===== config.mk =====
export PLATFORM = sky130hd
export DESIGN_NAME = hazard_scoreboard_flat
export DESIGN_NICKNAME = d
export VERILOG_FILES = /design/src/rtl/hazard_scoreboard_if.sv /design/src/rtl/hazard_scoreboard.sv /design/src/flat_wrapper.sv
export SDC_FILE = /design/constraint.sdc
export NUM_CORES = 1
export LEC_CHECK = 0
export BUFFER_PORTS_ARGS = -buffer_cell sky130_fd_sc_hd__buf_2
export CAP_MARGIN = 20
export CORE_MARGIN = 10
export CORE_UTILIZATION = 51
export DETAILED_ROUTE_END_ITERATION = 16
export PLACE_DENSITY = 0.89
export SLEW_MARGIN = 30
export SYNTH_ARGS = -nofsm -noshare
export SYNTH_HDL_FRONTEND = slang
export SYNTH_SLANG_ARGS = --single-unit

===== constraint.sdc =====
create_clock -name clk -period 2.4 [get_ports clk]
set_clock_uncertainty 0.1 [all_clocks]
set_input_delay 0.24 -clock clk [delete_from_list [all_inputs] [get_ports clk]]
set_output_delay 0.24 -clock clk [all_outputs]
set_load 0.05 [all_outputs]

===== src/rtl/hazard_scoreboard_if.sv =====
// Decode-stage <-> hazard scoreboard bundle: instruction operands in, stall/forward selects out.
// HAZARD_SCOREBOARD_STATS_EN adds the stall_count return signal.
interface hazard_scoreboard_if #(
    parameter int unsigned DEPTH  = 3,
    parameter int unsigned ADDR_W = 5,
    parameter int unsigned LAT_W  = 2
);
    localparam int unsigned SEL_W = $clog2(DEPTH + 1);

    logic              hold;
    logic              id_valid;
    logic              id_flush;
    logic [ADDR_W-1:0] id_rs_addr;
    logic              id_rs_used;
    logic [ADDR_W-1:0] id_rt_addr;
    logic              id_rt_used;
    logic              id_we;
    logic [ADDR_W-1:0] id_wr_addr;
    logic [LAT_W-1:0]  id_lat;
    logic              stall;
    logic [SEL_W-1:0]  rs_fwd_sel;
    logic [SEL_W-1:0]  rt_fwd_sel;
    logic              busy;
`ifdef HAZARD_SCOREBOARD_STATS_EN
    logic [31:0]       stall_count;
`endif

    modport master (
        output hold, id_valid, id_flush, id_rs_addr, id_rs_used, id_rt_addr, id_rt_used,
        output id_we, id_wr_addr, id_lat,
        input  stall, rs_fwd_sel, rt_fwd_sel, busy
`ifdef HAZARD_SCOREBOARD_STATS_EN
        , input stall_count
`endif
    );

    modport slave (
        input  hold, id_valid, id_flush, id_rs_addr, id_rs_used, id_rt_addr, id_rt_used,
        input  id_we, id_wr_addr, id_lat,
        output stall, rs_fwd_sel, rt_fwd_sel, busy
`ifdef HAZARD_SCOREBOARD_STATS_EN
        , output stall_count
`endif
    );
endinterface


===== src/rtl/hazard_scoreboard.sv =====
// Decode-stage hazard tracker: shift record of in-flight writes with producer latency.
// Define HAZARD_SCOREBOARD_STATS_EN to add the saturating stall_count output.
module hazard_scoreboard #(
    parameter int unsigned DEPTH  = 3,
    parameter int unsigned ADDR_W = 5,
    parameter int unsigned LAT_W  = 2
) (
    input logic                clk,
    input logic                rst,
    hazard_scoreboard_if.slave sb
);
    localparam int unsigned SEL_W = $clog2(DEPTH + 1);

    logic [DEPTH:1]    v_q, v_d;
    logic [ADDR_W-1:0] addr_q [1:DEPTH];
    logic [ADDR_W-1:0] addr_d [1:DEPTH];
    logic [LAT_W-1:0]  lat_q  [1:DEPTH];
    logic [LAT_W-1:0]  lat_d  [1:DEPTH];

    logic             rs_haz, rt_haz, stall, issue;
    logic [SEL_W-1:0] rs_sel, rt_sel;

    // Returns {hazard, sel} for one source operand.
    function automatic logic [SEL_W:0] lookup(input logic [ADDR_W-1:0] addr, input logic used);
        logic [SEL_W:0] res;
        res = '0;
        if (used && addr != '0) begin
            // Oldest to youngest so the youngest producer overrides any older WAW match.
            for (int k = int'(DEPTH); k >= 1; k--) begin
                if (v_q[k] && addr_q[k] == addr) begin
                    if (k >= int'(lat_q[k])) res = {1'b0, SEL_W'(k)};
                    else                     res = {1'b1, {SEL_W{1'b0}}};
                end
            end
        end
        return res;
    endfunction

    always_comb begin
        {rs_haz, rs_sel} = lookup(sb.id_rs_addr, sb.id_rs_used);
        {rt_haz, rt_sel} = lookup(sb.id_rt_addr, sb.id_rt_used);
        stall = sb.id_valid & ~sb.id_flush & (rs_haz | rt_haz);
        issue = sb.id_valid & ~sb.id_flush & ~stall & ~sb.hold;

        v_d       = '0;
        v_d[1]    = issue & sb.id_we & (sb.id_wr_addr != '0);
        addr_d[1] = sb.id_wr_addr;
        lat_d[1]  = (sb.id_lat == '0) ? LAT_W'(1) : sb.id_lat;
        for (int k = 2; k <= int'(DEPTH); k++) begin
            v_d[k]    = v_q[k-1];
            addr_d[k] = addr_q[k-1];
            lat_d[k]  = lat_q[k-1];
        end
    end

    always_ff @(posedge clk) begin
        if (rst)           v_q <= '0;
        else if (!sb.hold) v_q <= v_d;
    end

    // Payload needs no reset; it is only observed through v_q.
    always_ff @(posedge clk) begin
        if (!sb.hold) begin
            addr_q <= addr_d;
            lat_q  <= lat_d;
        end
    end

    assign sb.stall      = stall;
    assign sb.rs_fwd_sel = rs_sel;
    assign sb.rt_fwd_sel = rt_sel;
    assign sb.busy       = |v_q;

`ifdef HAZARD_SCOREBOARD_STATS_EN
    logic [31:0] stall_count_q, stall_count_d;

    always_comb begin
        stall_count_d = stall_count_q;
        if (stall && !sb.hold && stall_count_q != 32'hFFFF_FFFF) begin
            stall_count_d = stall_count_q + 32'd1;
        end
    end

    always_ff @(posedge clk) begin
        if (rst) stall_count_q <= '0;
        else     stall_count_q <= stall_count_d;
    end

    assign sb.stall_count = stall_count_q;
`endif
endmodule


===== src/flat_wrapper.sv =====
// flat-port wrapper written by rule: the top's interface ports become plain ports
module hazard_scoreboard_flat 
#(
    parameter int unsigned DEPTH  = 3,
    parameter int unsigned ADDR_W = 5,
    parameter int unsigned LAT_W  = 2
)
  (clk, rst, sb_hold, sb_id_valid, sb_id_flush, sb_id_rs_addr, sb_id_rs_used, sb_id_rt_addr, sb_id_rt_used, sb_id_we, sb_id_wr_addr, sb_id_lat, sb_stall, sb_rs_fwd_sel, sb_rt_fwd_sel, sb_busy);
  hazard_scoreboard_if #(.DEPTH(DEPTH), .ADDR_W(ADDR_W), .LAT_W(LAT_W)) sb_i ();
  input logic clk;
  input logic rst;
  input wire logic [$bits(sb_i.hold)-1:0] sb_hold;
  input wire logic [$bits(sb_i.id_valid)-1:0] sb_id_valid;
  input wire logic [$bits(sb_i.id_flush)-1:0] sb_id_flush;
  input wire logic [$bits(sb_i.id_rs_addr)-1:0] sb_id_rs_addr;
  input wire logic [$bits(sb_i.id_rs_used)-1:0] sb_id_rs_used;
  input wire logic [$bits(sb_i.id_rt_addr)-1:0] sb_id_rt_addr;
  input wire logic [$bits(sb_i.id_rt_used)-1:0] sb_id_rt_used;
  input wire logic [$bits(sb_i.id_we)-1:0] sb_id_we;
  input wire logic [$bits(sb_i.id_wr_addr)-1:0] sb_id_wr_addr;
  input wire logic [$bits(sb_i.id_lat)-1:0] sb_id_lat;
  output wire logic [$bits(sb_i.stall)-1:0] sb_stall;
  output wire logic [$bits(sb_i.rs_fwd_sel)-1:0] sb_rs_fwd_sel;
  output wire logic [$bits(sb_i.rt_fwd_sel)-1:0] sb_rt_fwd_sel;
  output wire logic [$bits(sb_i.busy)-1:0] sb_busy;
  assign sb_i.hold = sb_hold;
  assign sb_i.id_valid = sb_id_valid;
  assign sb_i.id_flush = sb_id_flush;
  assign sb_i.id_rs_addr = sb_id_rs_addr;
  assign sb_i.id_rs_used = sb_id_rs_used;
  assign sb_i.id_rt_addr = sb_id_rt_addr;
  assign sb_i.id_rt_used = sb_id_rt_used;
  assign sb_i.id_we = sb_id_we;
  assign sb_i.id_wr_addr = sb_id_wr_addr;
  assign sb_i.id_lat = sb_id_lat;
  assign sb_stall = sb_i.stall;
  assign sb_rs_fwd_sel = sb_i.rs_fwd_sel;
  assign sb_rt_fwd_sel = sb_i.rt_fwd_sel;
  assign sb_busy = sb_i.busy;
  hazard_scoreboard #(.DEPTH(DEPTH), .ADDR_W(ADDR_W), .LAT_W(LAT_W)) u_core (.clk(clk), .rst(rst), .sb(sb_i));
endmodule

# ---- Word-level counts from Yosys, hierarchy flattened
# Cells that the tools add are included.
dict set report totals {
  in_bits 25
  out_inout_bits 6
  elab_cells 47
  register_bits 22
}
dict set report classes {
  reduce_logical 13
  n_bitwise 10
  eq_ne 6
  muxes 10
  magnitude_cmp 2
}
# cell n
set ops {}
lappend ops {{$eq 5x5->1} 6}
lappend ops {{$mux 3} 8}
lappend ops {{$reduce_bool 5->1} 3}
lappend ops {{$logic_and 1x1->1} 8}
lappend ops {{$and 1x1->1} 6}
lappend ops {{$mux 2} 2}
lappend ops {{$not 1->1} 3}
lappend ops {{$reduce_or 3->1} 1}
lappend ops {{$ge 1x2->1 const A} 1}
lappend ops {{$ge 2x2->1 const A} 1}
lappend ops {{$logic_not 2->1} 1}
lappend ops {{$or 1x1->1} 1}

# ---- Logic depth before layout (Yosys ltp)
# Gate-level depths: netlist of the first run.
dict set report depth {
  ltp_word 13
  mapped_depth 6
  ltp_nobuf 6
}

# ---- Worst setup path after synthesis of the first run
# Ideal clock, no wire load.
dict set report synth_timing {
  path_type {register to output}
  start {register u_core.addr_q[1] (netlist bit)}
  end {output sb_rs_fwd_sel[1]}
  slack_ns -0.498
  stages_incl_launch_ff 6
  required_time_ns 2.060
  t_arrival_ns 2.558
  path_cell_list {edfxtp_1 -> xor2_1 -> nor4_1 -> and3_1 -> a21oi_1 -> nor4_1}
}
dict set report synth_via {
  elab_chain_len 6
}
# element line_no
set synth_lines {}
lappend synth_lines {{start, declared} hazard_scoreboard.sv:15} ;# logic [ADDR_W-1:0] addr_q [1:DEPTH];
lappend synth_lines {{start signal, assigned} hazard_scoreboard.sv:64} ;# addr_q <= addr_d;
lappend synth_lines {{$eq 5x5->1} hazard_scoreboard.sv:30} ;# if (v_q[k] && addr_q[k] == addr) begin
lappend synth_lines {{$logic_and 1x1->1} hazard_scoreboard.sv:30}
lappend synth_lines {{$mux 2} hazard_scoreboard.sv:30}
lappend synth_lines {{$mux 3 (2 in series)} hazard_scoreboard.sv:30}
lappend synth_lines {{$mux 3} hazard_scoreboard.sv:27} ;# if (used && addr != '0) begin
lappend synth_lines {{end, declared} flat_wrapper.sv:23} ;# output wire logic [$bits(sb_i.rs_fwd_sel)-1:0] sb_rs_fwd_sel;
# Every way passes these cells.

# ---- Final worst setup path of the first run
dict set report layout_timing {
  start {register u_core.addr_q, in the netlist u_core.addr_d[8]}
  end {output sb_stall}
}
dict set report layout_via {
  elab_chain_len 6
}
# element line_no
set layout_lines {}
lappend layout_lines {{$eq 5x5->1} hazard_scoreboard.sv:30}
lappend layout_lines {{$logic_and 1x1->1} hazard_scoreboard.sv:30}
lappend layout_lines {{$mux 3} hazard_scoreboard.sv:30}
lappend layout_lines {{$mux 3} hazard_scoreboard.sv:27}
lappend layout_lines {{$or 1x1->1 *} hazard_scoreboard.sv:42} ;# stall = sb.id_valid & ~sb.id_flush & (rs_haz | rt_haz);
lappend layout_lines {{$and 1x1->1 *} hazard_scoreboard.sv:42}
lappend layout_lines {{end, declared} flat_wrapper.sv:22} ;# output wire logic [$bits(sb_i.stall)-1:0] sb_stall;
# Every way passes the cells marked *; elsewhere a longest branch is shown, timed or not.

==> results of run 1 <==
-- where the power goes --
group | switching (mW) | internal [mW] | leakage, nW
Clock | 0.118 | 0.0929 | 0.0210
Combinational | 0.0680 | 0.0613 | 0.362
Sequential | 0.0220 | 0.444 | 0.210
-- metal layers --
| metal | share of wire (%) | wire (um) | global-route usage (%) | vias to the layer above |
|---|---|---|---|---|
| met3 | 5.8 | 178 | 3.86 | 7 |
| li1 | - | - | - | 455 |
| met2 | 51 | 1570 | 22.4 | 19 |
| met1 | 41 | 1270 | 14.2 | 465 |
| met5 | 0 | 0 | 0 | - |
| met4 | 2.0 | 61 | 5.03 | 0 |
-- state kept, by name (all words and copies together) (netlist names) --
register	flops
u_core.addr_d	10
u_core.addr_q	5
u_core.lat_d	4
u_core.v_q	3
-- metrics by stage --
step / hold WS, ns / instance area, um^2 / utilization (%) / worst slack, ns / power (mW)
after floorplan: 0.212 / 1210 / - / 0.0157 / 0.534
after global placement: 0.304 / 1400 / 62.5 / 0.182 / 0.581
after detailed placement: 0.317 / 1400 / 62.5 / 0.123 / 0.585
after CTS: 0.00294 / 1480 / 66.1 / -0.128 / 0.785
after global routing: -0.00424 / 1560 / 69.9 / -0.403 / 0.838
final: 0.000812 / 1560 / 69.9 / -0.235 / 0.806
-- Yosys cell counts (2+ instances only) --
| master | count |
|---|---|
| o21ai_1 | 2 |
| mux2i_1 | 5 |
| inv_1 | 2 |
| and3_1 | 2 |
| nor3_1 | 2 |
| dfxtp_1 | 3 |
| edfxtp_1 | 19 |
| nor4_1 | 5 |
| xnor2_1 | 16 |
| o22ai_1 | 2 |
| nor2_1 | 5 |
| or4_1 | 3 |
| xor2_1 | 14 |
| nand3_1 | 2 |
| nand2_1 | 4 |
-- critical path, stage by stage (launching register included) --
cell and delay [ns]:
edfxtp_1 0.45, xor2_1 0.19, nor4_2 0.38, and3_4 0.28, mux2i_2 0.22, o22ai_2 0.10, and3b_1 0.20, buf_6 0.15
-- how the worst max path moves through the flow --
stage                                 from                to  slack (ns)  cells after the start
after global placement    u_core.addr_d[7]          sb_stall        0.18                      7
final                     u_core.addr_d[8]          sb_stall       -0.24                      7
after floorplan           u_core.addr_d[8]  sb_rt_fwd_sel[0]        0.02                      5
after global routing      u_core.addr_d[8]          sb_stall       -0.40                      7
after detailed placement  u_core.addr_d[8]          sb_stall        0.12                      7
after CTS                 u_core.addr_d[6]          sb_stall       -0.13                      7
-- kinds of logic (layout without fill, tap and decap cells) --
family          after synthesis  after routing  synth area share (%)
compound gates                9              9                  4.89
buf+inv                       3             44                 0.935
xor+xnor                     30             30                  21.8
mux                           6              6                  5.09
simple gates                 31             31                  14.9
flops                        22             22                  52.4
-- timing repair --
action / in CTS / in global routing
hold endpoints to repair: 0 / 2
buffers inserted: 2 / 4
pin swaps: 5 / 9
setup endpoints to repair: 5 / 5
hold buffers: 0 / 2
resized for setup: 9 / 9
-- layout by cell type, fill, tap and decap left out --
cell type      instances
buf_2                 25
edfxtp_1              19
xnor2_1               16
xor2_1                14
buf_4                  7
nor2_1                 5
nand2_1                4
mux2i_1                4
buf_6                  4
or4_1                  3
nor4_1                 3
clkbuf_4               3
dfxtp_1                3
o21ai_1                2
nand3_1                2
nor3_2                 2
nor4_2                 2
inv_1                  2
dlygate4sd3_1          2
and3_1                 1
a21oi_1                1
and3_2                 1
and2_0                 1
a21boi_2               1
nand4_1                1
a211o_1                1
nand3b_1               1
and3_4                 1
a211oi_2               1
mux2_2                 1
mux2i_2                1
o22ai_2                1
and3b_1                1
or3_1                  1
nand2b_1               1
nor4bb_1               1
o211ai_1               1
o22ai_1                1
clkbuf_8               1
-- cell type report --
| type | instances | area, um^2 | share of cell area [%] |
|---|---|---|---|
| sequential | 22 | 631 | 40.4 |
| clock buffer | 4 | 36.3 | 2.33 |
| multi-input combinational | 76 | 608 | 39.0 |
| tap | 28 | 35.0 | 2.25 |
| timing repair buffer | 38 | 243 | 15.6 |
| inverter | 2 | 7.51 | 0.481 |
==> results.ini, run 1 <==
[clock_tree]
clock_sink_count = 22
cts-buffers-inserted = 3
h-tree-depth = 1
tritoncts = done
insertion_delay_ns = 0.32
clk_pin_slew_ns = 0.12
clockRootBuffer = clkbuf_4
clockBufferDepth = 2

[min_path]
hold_path_class = in -> reg
hold_end = u_core.lat_d[3]
hold_path_depth = 1
min_from = sb_id_lat[1]

[timing]
layout_setup_ws_ns = -0.235
fmax_mhz = 379
max-slew-margin-rel_pct = 50.1
rsz0062_at_grt = yes
setup_violations = 2
timing_worst_slew_pin_value_ns = 0.747
fin_tns_setup_ns = -0.411
finalCritPeriodShare_pct = 110
hold_viol_final = 0
fin_crit_ns = 2.64
slew_violations = 0

[final_layout]
nets = 168
drive_gt1_share_pct = 35.9
diodes = 0
layoutNonFillerInstCount = 170
synthToLayoutAreaGrowth_pct = 29.6
nFillCells = 155

[yosys]
yosysWarnings = 0
syn_area_per_cell_um2 = 11.9
synth_edf_count = 19
yosysTopAreaCell = edfxtp_1
ys_ff_latch = 22
async_reset_ff_share_pct = 0
synth_seq_area_share_pct = 52.4
synth_area_leaders = edfxtp_1 47%, xnor2_1 12%, xor2_1 10%, dfxtp_1 5.0%, mux2i_1 4.2%
netlist_area_um2 = 1200
ys_types = 30
synth_top_area_share_pct = 47.4
netlist_instances = 101
synth_nets = 126
yosys_most_used_dff = edfxtp_1

[global_route]
overflow = 0
grt_pass1_wl_um = 4640
grt_start_max_net_pins = 21
antenna_found_initial = 0
grtUsageTotal_pct = 12.8
first_global_vias = 1033

[flow_run]
cap_violations = 0

[placement]
gp_congestion = 0.903
hpwl_um = 2250
placed_cells = 158
portBuffers = 30

[critical_path]
worstPathRequired_ns = 2.06
r2r_end = u_core.v_q[1]
r2r_slack_ns = 0.31
critPathArrivalTime_ns = 2.30
critPathMaxFanout = 3
r2r-start = u_core.addr_d[8]
worstSetupPathType = reg -> out
cp-end-kind = output pin
r2r_cells = 7
critical_path.startpoint_type = flop

[floorplan]
row_count = 17
initial_core_util_pct = 53.9
die_area_um2 = 4700
die_w_um = 68.6
core_um2 = 2230
io_pins = 31
die_y_um = 68.6

[power_and_ir_drop]
pwr_density_cell_nw_per_um2 = 517
peakVddDrop_mv = 0.528
leakagePower_nw = 0.593

[detailed_routing]
dr.pass1.iters = 4
drt_iter0_markers = 29
num_vias = 946
post_drt_via_cell_ratio = 5.56
ant_nets = 0
detail_route.wirelength_um = 3080
wl_per_cell_um = 18.1
route.detailed.drc = 0

[run_status]
status = finished with violations
violations = setup timing

Power figures use the tool's default switching activity.
==> inputs of run 2 (changes only) <==
--- a/config.mk
+++ b/config.mk
@@ -7,10 +7,13 @@
 export LEC_CHECK = 0
 export BUFFER_PORTS_ARGS = -buffer_cell sky130_fd_sc_hd__buf_2
 export CAP_MARGIN = 20
+export CELL_PAD_IN_SITES_DETAIL_PLACEMENT = 0
+export CELL_PAD_IN_SITES_GLOBAL_PLACEMENT = 1
 export CORE_MARGIN = 10
-export CORE_UTILIZATION = 51
+export CORE_UTILIZATION = 40
 export DETAILED_ROUTE_END_ITERATION = 16
 export PLACE_DENSITY = 0.89
+export REMOVE_ABC_BUFFERS = 1
 export SLEW_MARGIN = 30
 export SYNTH_ARGS = -nofsm -noshare
 export SYNTH_HDL_FRONTEND = slang
==> results.ini, run 2 (same netlist as run 1, synthesis figures left out) <==
[run_status]
status = finished with violations
violations = setup timing

[detailed_routing]
drt_iter0_markers = 32  ; +10%
wl_per_cell_um = 18.3  ; +1.1%
dr.pass1.iters = 6  ; +2
detail_route.wirelength_um = 3220  ; +4.7%
route.detailed.drc = 0  ; unchanged
ant_nets = 0  ; unchanged
num_vias = 935  ; -1.2%
post_drt_via_cell_ratio = 5.31  ; -4.5%

[final_layout]
diodes = 0  ; unchanged
nets = 171  ; +1.8%
synthToLayoutAreaGrowth_pct = 34.0
mostFrequentLayoutCells = 25 x buf_2, 19 x edfxtp_1, 16 x xnor2_1
fin_area_um2 = 1610  ; +3.4%
fin_util_pct = 57.5  ; -12 points
multi_input_area_um2 = 614  ; +1.0%
final_common_cell = buf_2
nFillCells = 224  ; +45%
drive_gt1_share_pct = 37.9  ; +2.0 points
regArea_um2 = 631  ; unchanged
largest_reg_flops = 10  ; unchanged

[power_and_ir_drop]
power.internal_mw = 0.677  ; +13%
switchingPower_mw = 0.206  ; -1.0%
p_seq_share_pct = 52.7  ; -5.1 points
clockPowerShare_pct = 32.3  ; +6.2 points
peakVddDrop_mv = 0.368  ; -30%
switching_share_pct = 23.3  ; -2.5 points
pwr_density_cell_nw_per_um2 = 547  ; +5.9%
pwr-share-comb_pct = 15.0  ; -1.0 points
leakagePower_nw = 0.619  ; +4.4%

[min_path]
hold_path_depth = 1  ; unchanged
hold_end = u_core.addr_d[5]
min_from = sb_id_wr_addr[0]
hold_path_class = in -> reg

[clock_tree]
clock_sink_count = 22  ; unchanged
insertion_delay_ns = 0.31  ; about the same
cts-buffers-inserted = 3  ; unchanged
clockRootBuffer = clkbuf_4
h-tree-depth = 1  ; unchanged
tritoncts = done
clockBufferDepth = 2  ; unchanged
clk_pin_slew_ns = 0.14  ; +0.02 ns

[global_route]
antenna_found_initial = 0  ; unchanged
overflow = 0  ; unchanged
grt_pass1_wl_um = 5090  ; +9.7%
grt_start_max_net_pins = 21  ; unchanged
grtUsageTotal_pct = 11.8  ; -1.0 points
first_global_vias = 1043  ; +0.97%

[critical_path]
cp-end-kind = output pin
worstPathRequired_ns = 2.06  ; about the same
r2r-start = u_core.addr_d[6]
critPathArrivalTime_ns = 2.14  ; -0.16 ns
critPathMaxFanout = 3  ; unchanged
r2r_cells = 6  ; -1
critical_path.startpoint_type = flop
r2r_slack_ns = 0.60  ; +0.29 ns
worstSetupPathType = reg -> out
r2r_end = u_core.v_q[1]

[floorplan]
die_w_um = 74.9  ; +9.1%
die_area_um2 = 5600  ; +19%
row_count = 19  ; +2
core_um2 = 2810  ; +26%
initial_core_util_pct = 42.9  ; -11 points
io_pins = 31  ; unchanged
die_y_um = 74.9  ; +9.1%

[timing]
whs_ns = 0.00115  ; +0.000342 ns
slew_violations = 0  ; unchanged
timing_worst_slew_pin_value_ns = 0.756  ; +0.00897 ns
hold_viol_final = 0  ; unchanged
fmax_mhz = 403  ; +6.1%
max-slew-margin-rel_pct = 49.5  ; -0.60 points
layout_setup_ws_ns = -0.0840  ; +0.151 ns
finalCritPeriodShare_pct = 104  ; -6.3 points
fin_crit_ns = 2.48  ; -0.151 ns
setup_violations = 2  ; unchanged
rsz0062_at_grt = yes
fin_tns_setup_ns = -0.167  ; +0.243 ns

[placement]
place_area_um2 = 1400  ; unchanged
portBuffers = 30  ; unchanged
gp_congestion = 0.885  ; -2.1%
hpwl_um = 2420  ; +7.8%

[flow_run]
cap_violations = 0  ; unchanged

-- run 2: worst max-delay path by stage --
stage	depth (start not counted)	from	slack, ns	to
after floorplan	5	u_core.addr_q[1]	-0.50	sb_rs_fwd_sel[1]
after global placement	7	u_core.addr_d[8]	0.24	sb_stall
after detailed placement	7	u_core.addr_d[5]	0.21	sb_stall
after CTS	7	u_core.addr_d[6]	-0.09	sb_stall
after global routing	7	u_core.addr_d[2]	-0.22	sb_stall
final	7	u_core.addr_d[6]	-0.08	sb_rt_fwd_sel[0]
-- run 2: per-layer routing --
metal  GRT usage (%)  wire length (um)  vias up
met2            20.0              1690       24
li1                -                 -      463
met5               0                 0        -
met3            3.55               178        2
met1            13.6              1340      446
met4            4.62                16        0
-- run 2: power groups by stage --
stage / Combinational [mW] / Sequential (mW) / Clock [mW]
after floorplan: 0.0644 / 0.469 / 0
after global placement: 0.109 / 0.473 / 0
after detailed placement: 0.112 / 0.475 / 0
after CTS: 0.123 / 0.465 / 0.288
after global routing: 0.143 / 0.468 / 0.306
final: 0.132 / 0.465 / 0.285
-- run 2: worst max-delay path: stages, from the launching register on --
cell	delay (ns)
edfxtp_1	0.45
xor2_1	0.17
nor4_1	0.25
and3_2	0.26
buf_4	0.12
mux2_4	0.30
nor2_4	0.13
buf_8	0.15
-- run 2: what timing repair did --
action,in CTS,in global routing
pin swaps,4,9
setup buffers,5,3
hold buffers,1,1
gates resized for setup,10,14
setup endpoints to repair,5,5
endpoints found under the hold margin,1,1
-- run 2: metrics by stage --
stage / instances / power [mW] / setup slack, ns
6_report: 176 / 0.883 / -0.0840
2_1_floorplan: 100 / 0.533 / -0.498
3_5_place_dp: 162 / 0.587 / 0.213
4_1_cts: 172 / 0.876 / -0.0852
5_1_grt: 176 / 0.917 / -0.218
3_3_place_gp: 162 / 0.582 / 0.237
-- run 2: cell type report --
cell class                      count  area share, %
Timing Repair Buffer               41           16.7
Multi-Input combinational cell     76           38.1
Sequential cell                    22           39.1
Clock inverter                      1           1.86
Clock buffer                        3           1.40
Inverter                            2          0.465
Tap cell                           31           2.40
==> inputs of run 3 (changes only) <==
--- a/config.mk
+++ b/config.mk
@@ -10,9 +10,10 @@
 export CELL_PAD_IN_SITES_DETAIL_PLACEMENT = 0
 export CELL_PAD_IN_SITES_GLOBAL_PLACEMENT = 1
 export CORE_MARGIN = 10
-export CORE_UTILIZATION = 40
+export CORE_UTILIZATION = 42
+export CTS_BUF_LIST = sky130_fd_sc_hd__clkbuf_4
 export DETAILED_ROUTE_END_ITERATION = 16
-export PLACE_DENSITY = 0.89
+export PLACE_DENSITY = 0.93
 export REMOVE_ABC_BUFFERS = 1
 export SLEW_MARGIN = 30
 export SYNTH_ARGS = -nofsm -noshare
==> results.ini, run 3 (same netlist as run 1, synthesis figures left out) <==
[timing]
fmax_mhz = 405  ; +0.70%
hold_viol_final = 0  ; unchanged
slew_violations = 0  ; unchanged
setup_violations = 2  ; unchanged
rsz0062_at_grt = yes
timing_worst_slew_pin_value_ns = 0.763  ; +0.00653 ns
fin_crit_ns = 2.47  ; -0.0174 ns
max-slew-margin-rel_pct = 49.1  ; -0.44 points
finalCritPeriodShare_pct = 103  ; -0.72 points
whs_ns = 0.00950  ; +0.00834 ns
layout_setup_ws_ns = -0.0667  ; +0.0174 ns

[final_layout]
synthToLayoutAreaGrowth_pct = 27.8
final_common_cell = buf_2
drive_gt1_share_pct = 34.0  ; -3.9 points
nets = 167  ; -2.3%
diodes = 0  ; unchanged
largest_reg_flops = 10  ; unchanged
mostFrequentLayoutCells = 25 x buf_2, 19 x edfxtp_1, 16 x xnor2_1

[detailed_routing]
num_vias = 945  ; +1.1%
drt_iter0_markers = 31  ; -3.1%
wl_per_cell_um = 16.7  ; -9.0%
post_drt_via_cell_ratio = 5.49  ; +3.4%
detail_route.wirelength_um = 2870  ; -11%
route.detailed.drc = 0  ; unchanged
dr.pass1.iters = 4  ; -2
ant_nets = 0  ; unchanged

[critical_path]
r2r_slack_ns = 0.62  ; +0.02 ns
r2r_end = u_core.v_q[1]
critPathMaxFanout = 3  ; unchanged
max_stage_delay_ns = 0.47  ; +0.02 ns
worstPathRequired_ns = 2.06  ; about the same
crit_slowest_cell = edfxtp_1
crit_start = u_core.addr_d[0]
cp-end-kind = output pin
critical_path.startpoint_type = flop
r2r_cells = 6  ; unchanged
critPathArrivalTime_ns = 2.13  ; about the same
worstSetupPathType = reg -> out
r2r-start = u_core.addr_d[5]
crit_chain = xnor2_1, nand3_1, nor4_1, mux2i_1, o22ai_1, and3b_1, buf_6

[power_and_ir_drop]
switchingPower_mw = 0.196  ; -4.5%
power.internal_mw = 0.674  ; -0.47%
peakVddDrop_mv = 0.434  ; +18%
power.total_mw = 0.870  ; -1.4%
p_seq_share_pct = 53.3  ; +0.6 points
pwr-share-comb_pct = 14.4  ; -0.6 points
switching_share_pct = 22.6  ; -0.73 points
clockPowerShare_pct = 32.4  ; about the same
leakagePower_nw = 0.591  ; -4.4%
pwr_density_cell_nw_per_um2 = 566  ; +3.4%

[min_path]
hold_path_class = in -> reg
min_from = sb_id_wr_addr[3]
hold_end = u_core.addr_d[8]
hold_path_depth = 1  ; unchanged

[global_route]
grtUsageTotal_pct = 10.3  ; -1.5 points
first_global_vias = 1032  ; -1.1%
overflow = 0  ; unchanged
antenna_found_initial = 0  ; unchanged
grt_pass1_wl_um = 4510  ; -11%
grt_start_max_net_pins = 21  ; unchanged

[clock_tree]
cts-buffers-inserted = 3  ; unchanged
clockBufferDepth = 2  ; unchanged
hold_buffers = 0  ; -1
insertion_delay_ns = 0.31  ; about the same
tritoncts = done
clock_sink_count = 22  ; unchanged
clk_pin_slew_ns = 0.12  ; -0.02 ns
clockRootBuffer = clkbuf_4
h-tree-depth = 1  ; unchanged

[placement]
gp_congestion = 0.879  ; -0.70%
portBuffers = 30  ; unchanged
hpwl_um = 2280  ; -6.0%

[run_status]
violations = setup timing
status = finished with violations

[floorplan]
die_y_um = 73.5  ; -1.8%
core_um2 = 2760  ; -1.7%
die_area_um2 = 5410  ; -3.5%
row_count = 19  ; unchanged
die_w_um = 73.5  ; -1.8%
io_pins = 31  ; unchanged
initial_core_util_pct = 43.6  ; +0.74 points

[flow_run]
cap_violations = 0  ; unchanged

## run 3: worst max-delay path, delay by kind of cell, from the launching register on
| kind | cells | cell delay [ns] |
|---|---|---|
| AND/OR/NAND/NOR | 3 | 0.70 |
| AO/OA/AOI/OAI | 1 | 0.17 |
| multiplexers | 1 | 0.13 |
| flip-flops | 1 | 0.47 |
| buffers and inverters | 1 | 0.16 |
| XOR/XNOR | 1 | 0.19 |
## run 3: power by group through the flow
stage | registers (mW) | logic (mW) | clock network (mW)
6_report | 0.463 | 0.125 | 0.282
5_1_grt | 0.466 | 0.136 | 0.295
4_1_cts | 0.463 | 0.122 | 0.286
3_5_place_dp | 0.474 | 0.111 | 0
3_3_place_gp | 0.472 | 0.108 | 0
2_1_floorplan | 0.469 | 0.0644 | 0
## run 3: how the worst max path moves through the flow
stage / end / depth (start not counted)
global placement: sb_rs_fwd_sel[1] / 6
floorplan: sb_rs_fwd_sel[1] / 5
CTS: sb_stall / 7
global route: sb_stall / 7
finish: sb_stall / 7
detailed placement: sb_stall / 7
## run 3: repair_timing
item	in CTS	in global routing
endpoints found under the hold margin	0	0
resized for setup	9	6
setup endpoints to repair	4	5
setup buffers	6	1
pin swaps	11	5
## run 3: routing by layer
metal  wire, um  GRT usage, %
met1       1240          11.9
met2       1460          18.2
met3        136          2.56
met4         27          3.11
met5          0             0
## run 3: metrics by stage
| stage | util [%] | setup TNS (ns) | cells | instance area, um^2 | setup WS (ns) |
|---|---|---|---|---|---|
| after global routing | 55.8 | -0.423 | 172 | 1540 | -0.214 |
| after detailed placement | 50.4 | 0 | 161 | 1390 | 0.173 |
| after CTS | 54.9 | -0.124 | 171 | 1510 | -0.0708 |
| after floorplan | - | -0.658 | 100 | 1200 | -0.498 |
| final | 55.8 | -0.0843 | 172 | 1540 | -0.0667 |
| after global placement | 50.4 | 0 | 161 | 1390 | 0.210 |
## run 3: area by class of cell
cell class                      count  area [um^2]
Multi-Input combinational cell     76          582
Sequential cell                    22          631
Clock inverter                      1         30.0
Timing Repair Buffer               37          226
Tap cell                           31         38.8
Clock buffer                        3         22.5
Inverter                            2         7.51
Fill cell                         236         1220
